$ cat config.mk
export PLATFORM = sky130hd
export DESIGN_NAME = imem_loader
export DESIGN_NICKNAME = d
export VERILOG_FILES = /design/src/rtl/mips_loader_pkg.sv /design/src/rtl/imem_loader_byte_assembler.sv /design/src/rtl/imem_loader.sv
export SDC_FILE = /design/constraint.sdc
export NUM_CORES = 1
export LEC_CHECK = 0
export ABC_AREA = 1
export CELL_PAD_IN_SITES_DETAIL_PLACEMENT = 1
export CELL_PAD_IN_SITES_GLOBAL_PLACEMENT = 2
export CORE_ASPECT_RATIO = 1.25
export CORE_MARGIN = 2
export CORE_UTILIZATION = 35
export DETAILED_ROUTE_END_ITERATION = 10
export PLACE_DENSITY = 0.84
export SLEW_MARGIN = 5
export SYNTH_ARGS = -nofsm -noshare
export SYNTH_HDL_FRONTEND = slang
export SYNTH_SLANG_ARGS = --single-unit
$ cat constraint.sdc
create_clock -name clk -period 4.13 [get_ports clk]
set_input_delay 0.413 -clock clk [delete_from_list [all_inputs] [get_ports clk]]
set_output_delay 0.413 -clock clk [all_outputs]
set_load 0.03 [all_outputs]
$ cat src/rtl/mips_loader_pkg.sv
// rtl/mips_loader_pkg.sv - shared state type and word geometry for the imem loader
package mips_loader_pkg;

    localparam int BYTES_PER_WORD = 4;
    localparam int WORD_W         = 32;
    localparam int BYTE_CNT_W     = $clog2(BYTES_PER_WORD);

    typedef enum logic [2:0] {
        HDR,
        LOAD,
        CHK,
        RUN,
        ERR
    } state_t;

endpackage

$ cat src/rtl/imem_loader_byte_assembler.sv
// rtl/imem_loader_byte_assembler.sv - big-endian byte-to-word assembler shared by header, data and checksum
module byte_assembler
    import mips_loader_pkg::*;
(
    input  logic              clk,
    input  logic              rst,
    input  logic              clr,
    input  logic [7:0]        byte_in,
    input  logic              byte_valid,
    output logic [WORD_W-1:0] word,
    output logic              word_valid
);

    // Only the three earlier bytes are stored; the fourth is taken straight from the input.
    logic [WORD_W-9:0]     shift_q, shift_d;
    logic [BYTE_CNT_W-1:0] cnt_q, cnt_d;

    always_comb begin
        shift_d = shift_q;
        cnt_d   = cnt_q;
        if (clr) begin
            shift_d = '0;
            cnt_d   = '0;
        end else if (byte_valid) begin
            shift_d = {shift_q[WORD_W-17:0], byte_in};
            cnt_d   = cnt_q + 1'b1;
        end
    end

    assign word       = {shift_q, byte_in};
    assign word_valid = byte_valid && (cnt_q == BYTE_CNT_W'(BYTES_PER_WORD - 1));

    always_ff @(posedge clk or posedge rst) begin
        if (rst) begin
            shift_q <= '0;
            cnt_q   <= '0;
        end else begin
            shift_q <= shift_d;
            cnt_q   <= cnt_d;
        end
    end

endmodule

$ cat src/rtl/imem_loader.sv
// rtl/imem_loader.sv - boot loader writing a byte-streamed image into imem; LOADER_CHECKSUM_EN adds a trailing checksum
module imem_loader
    import mips_loader_pkg::*;
#(
    parameter int ADDR_W = 10
) (
    input  logic              clk,
    input  logic              rst,
    input  logic [7:0]        in_data,
    input  logic              in_valid,
    output logic              in_ready,
    input  logic              reload,
    output logic              imem_we,
    output logic [ADDR_W-1:0] imem_addr,
    output logic [WORD_W-1:0] imem_wdata,
    output logic              cpu_rst,
    output logic              done,
    output logic              error
);

    localparam logic [WORD_W:0] DEPTH = (WORD_W + 1)'(1) << ADDR_W;
`ifdef LOADER_CHECKSUM_EN
    localparam state_t POST_LOAD = CHK;
`else
    localparam state_t POST_LOAD = RUN;
`endif

    state_t              state_q, state_d;
    logic [ADDR_W-1:0]   addr_q, addr_d;
    logic [ADDR_W:0]     rem_q, rem_d;
    logic                imem_we_q, imem_we_d;
    logic [ADDR_W-1:0]   imem_addr_q, imem_addr_d;
    logic [WORD_W-1:0]   imem_wdata_q, imem_wdata_d;
    logic                cpu_rst_q, cpu_rst_d;
    logic                done_q, done_d;
    logic                error_q, error_d;
`ifdef LOADER_CHECKSUM_EN
    logic [WORD_W-1:0]   sum_q, sum_d;
`endif

    logic              accept;
    logic              reload_hit;
    logic [WORD_W-1:0] asm_word;
    logic              asm_valid;

    assign in_ready   = (state_q == HDR) || (state_q == LOAD) || (state_q == CHK);
    assign accept     = in_valid && in_ready;
    assign reload_hit = reload && ((state_q == RUN) || (state_q == ERR));

    byte_assembler u_asm (
        .clk        (clk),
        .rst        (rst),
        .clr        (reload_hit),
        .byte_in    (in_data),
        .byte_valid (accept),
        .word       (asm_word),
        .word_valid (asm_valid)
    );

    always_comb begin
        state_d      = state_q;
        addr_d       = addr_q;
        rem_d        = rem_q;
        imem_we_d    = 1'b0;
        imem_addr_d  = imem_addr_q;
        imem_wdata_d = imem_wdata_q;
        // Status trails the state by one cycle, except that reload drops it at once.
        cpu_rst_d    = (state_q != RUN) || reload_hit;
        done_d       = (state_q == RUN) && !reload_hit;
        error_d      = (state_q == ERR) && !reload_hit;
`ifdef LOADER_CHECKSUM_EN
        sum_d        = sum_q;
`endif
        if (reload_hit) begin
            state_d = HDR;
            addr_d  = '0;
            rem_d   = '0;
`ifdef LOADER_CHECKSUM_EN
            sum_d   = '0;
`endif
        end else if (asm_valid) begin
            case (state_q)
                HDR: begin
                    if (asm_word == '0) begin
                        state_d = POST_LOAD;
                    end else if ({1'b0, asm_word} > DEPTH) begin
                        state_d = ERR;
                    end else begin
                        state_d = LOAD;
                        addr_d  = '0;
                        rem_d   = asm_word[ADDR_W:0];
                    end
                end
                LOAD: begin
                    imem_we_d    = 1'b1;
                    imem_addr_d  = addr_q;
                    imem_wdata_d = asm_word;
                    addr_d       = addr_q + 1'b1;
                    rem_d        = rem_q - 1'b1;
`ifdef LOADER_CHECKSUM_EN
                    sum_d        = sum_q + asm_word;
`endif
                    if (rem_q == (ADDR_W + 1)'(1)) begin
                        state_d = POST_LOAD;
                    end
                end
`ifdef LOADER_CHECKSUM_EN
                CHK: state_d = (asm_word == sum_q) ? RUN : ERR;
`endif
                default: ;
            endcase
        end
    end

    always_ff @(posedge clk or posedge rst) begin
        if (rst) begin
            state_q      <= HDR;
            addr_q       <= '0;
            rem_q        <= '0;
            imem_we_q    <= 1'b0;
            imem_addr_q  <= '0;
            imem_wdata_q <= '0;
            cpu_rst_q    <= 1'b1;
            done_q       <= 1'b0;
            error_q      <= 1'b0;
`ifdef LOADER_CHECKSUM_EN
            sum_q        <= '0;
`endif
        end else begin
            state_q      <= state_d;
            addr_q       <= addr_d;
            rem_q        <= rem_d;
            imem_we_q    <= imem_we_d;
            imem_addr_q  <= imem_addr_d;
            imem_wdata_q <= imem_wdata_d;
            cpu_rst_q    <= cpu_rst_d;
            done_q       <= done_d;
            error_q      <= error_d;
`ifdef LOADER_CHECKSUM_EN
            sum_q        <= sum_d;
`endif
        end
    end

    assign imem_we    = imem_we_q;
    assign imem_addr  = imem_addr_q;
    assign imem_wdata = imem_wdata_q;
    assign cpu_rst    = cpu_rst_q;
    assign done       = done_q;
    assign error      = error_q;

endmodule
==> results by group <==
Placed design
  • Post-DP Area: 5230 sq um
  • Worst slack, placed: 1020 ps
  • Dpl cells: 773
  • Post-DP HPWL: 8760 um
  • Placer Congestion: 0.788
  • IO Port Bufs: 58

Global routing
  • Global route overflow: 0
  • First-pass GRT wire length: 21300 um
  • Largest net degree at the start of global routing: 58
  • Tot GR Track Use: 19.2%
  • Vias in the first global route: 4156
  • Antenna violations before repair: 0

Min path
  • Hold Path Class: flop to flop
  • Hold Startpoint: imem_addr[5]

Floorplanning
  • Die ar.: 14000 sq um
  • Row count: 46
  • I/O pins: 59
  • Die extent in x: 106 um
  • Die H: 132 um
  • Starting Density: 35.9%
  • Core Area: 12700 sq um

Routing
  • Drt pass-1 iters: 4
  • Via count: 3868
  • DRT iter0 DRCs: 112
  • DR WL/cell: 16.1 um
  • Antenna viol nets, final: 0
  • Final wirelength: 12700 um
  • DRC: 0
  • Via density: 4.90

Finish
  • Layout cells sized above 1: 5.31%
  • Post-layout instance area: 5510 sq um
  • Inserted Diodes: 0
  • Area growth syn-to-layout: 20.6%
  • Post-Layout Cell Count: 789
  • Utilization after layout: 43.4%
  • Final nets: 632

Synthesis
  • Post-Syn Area: 4570 sq um
  • Main synth FF type: dfrtp_1
  • Ys Warns: 0
  • Seq cells post-synth: 96
  • Synth top area cells: dfrtp_1 (52%), nand2_1 (16%), inv_1 (5.7%), nand3_1 (4.3%), a22oi_1 (4.1%)
  • Syn avg cell area: 8.06 sq um
  • Synth unique cells: 29
  • Async SR Flop Fraction: 100%
  • Synth area leader: dfrtp_1
  • Post-Synthesis Cells: 567
  • Top cell type's share of synthesized area: 52.0%
  • Register area share after synthesis: 52.6%
  • Post-synth net total: 583
  • EDFF count, synth: 0

Timing
  • Worst slew pin tran: 989 ps
  • Min Tclk post-route: 2720 ps
  • Max Clock Skew: 9.36 ps
  • Final setup vio count: 0
  • Crit share post-route: 66.0%
  • Rel. slew slack: 34.0%
  • Count of final hold-check violations: 0
  • Max Fclk: 0.367 GHz
  • Pins over their slew limit: 0
  • RSZ-0062 raised after global routing: false
  • Final setup margin: 1410 ps
  • Final TNS setup: 0 ps

Clock network
  • H-tree depth: 3
  • Reg clk slew, reported paths: 70 ps
  • CTS tree: built
  • Post-CTS Setup Bufs: 0
  • CTS Buffer Depth: 2
  • CTS root buf: clkbuf_16
  • Hold_buf cts: 0
  • Post-CTS Resized: 0
  • Worst-Skew Late Latency: 350 ps
  • TritonCTS sink count: 96
  • Cts bufs inserted: 9

Worst setup path
  • Startpoint Class: input port
  • CP Class: input port to flop
  • Reg-to-Reg Start: state_q[2]
  • Critical Path Start: in_data[4]
  • Crit Path Max Fanout: 21
  • CP arrival: 2950 ps
  • CP Capture Type: flop
  • Critical Path RT: 4360 ps

Power
  • P per Cell Area: 581 nW/um^2
  • Pleak: 0.00286 uW
  • VDD IR max: 214 uV

Job
  • Max-cap violations: 0

Run status
  • Outcome: finished clean
[cell families (layout without fill, tap and decap cells)]
kind of cell    after synthesis  after routing  share of synthesized area (%)
fa+ha+maj                     4              4                           1.09
flops                        96             96                           52.6
buf+inv                      97            151                           9.69
compound gates               69             69                           9.36
simple gates                299            299                           26.9
xor+xnor                      2              2                          0.383
[worst max-delay path, stage by stage]
cell             delay, ps
clkdlybuf4s50_1        530
nor2_1                 160
nand2_1                 70
nor2_1                 200
nand2_1                 80
nand2_1                 80
nand3_1                 70
nand2_1                600
nand2_2                480
nand2_1                180
nand2_1                 80
[cell type report]
cell class | count | area (sq um)
clock buffers | 13 | 260
clock inverters | 3 | 23.8
fillers | 1556 | 7210
inverters | 73 | 275
multi-input cells | 374 | 1730
flip-flops and latches | 96 | 2400
well taps | 168 | 210
repair buffers | 62 | 611
[synthesized netlist by cell type (5+ instances only)]
cell	count
buf_2	9
o21ai_0	23
buf_4	8
a21oi_1	10
nand2_1	197
dfrtp_1	95
o21ai_1	6
nand3_1	39
inv_1	70
a22oi_1	25
buf_6	5
nor2_1	46
nor3_1	5
[sequential cells by signal, summed over array words and instances (netlist names)]
| signal | cells |
|---|---|
| imem_wdata | 32 |
| u_asm.shift_q | 24 |
| rem_q | 11 |
| addr_q | 10 |
| imem_addr | 10 |
| state_q | 3 |
| u_asm.cnt_q | 2 |
| cpu_rst | 1 |
| done | 1 |
| error | 1 |
| imem_we | 1 |
[metal layers]
metal  part of all wire [%]  GRT usage (%)  vias up  routed length [um]
met5                      0              0        -                   0
met4                    1.8           6.87        0                 222
met3                    1.4           2.13       13                 174
met2                     54           34.9       39                6810
met1                     43           23.3     1939                5460
li1                       -              -     1877                   -
[final timing paths]
check	slack, ps	end	depth (start not counted)
max	1410	addr_q[4]	11
min	480	imem_addr[5]	2
max reg2reg	1600	imem_addr[0]	6
min reg2reg	480	imem_addr[5]	2
max in group asynchronous	2670	rem_q[10]	3
min in group asynchronous	600	imem_wdata[5]	2
[placed cells by master, fill, tap and decap left out, drive strengths merged]
master	instances
a21oi	11
a22oi	25
a31oi	1
and3	1
buf	4
clkbuf	13
clkdlybuf4s50	58
clkinv	1
clkinvlp	2
dfrtp	95
dfstp	1
ha	4
inv	73
nand2	201
nand3	39
nand4	4
nor2	46
nor3	6
nor3b	1
o211ai	2
o21a	1
o21ai	29
or2	1
xor2	2
[where the power goes]
part	leakage (uW)	switching, uW	internal (uW)
Clock	0.000132	361	444
Sequential	0.00130	230	1130
Combinational	0.00143	712	327
Total	0.00286	1300	1900
[metrics by stage]
stage                     total power, uW  hold slack, ps
after floorplan                      2100             442
after global placement               2380             463
after detailed placement             2420             464
after CTS                            3240             485
after global routing                 3430             501
final                                3200             478
Note: power is estimated with default switching activity, not from simulation.
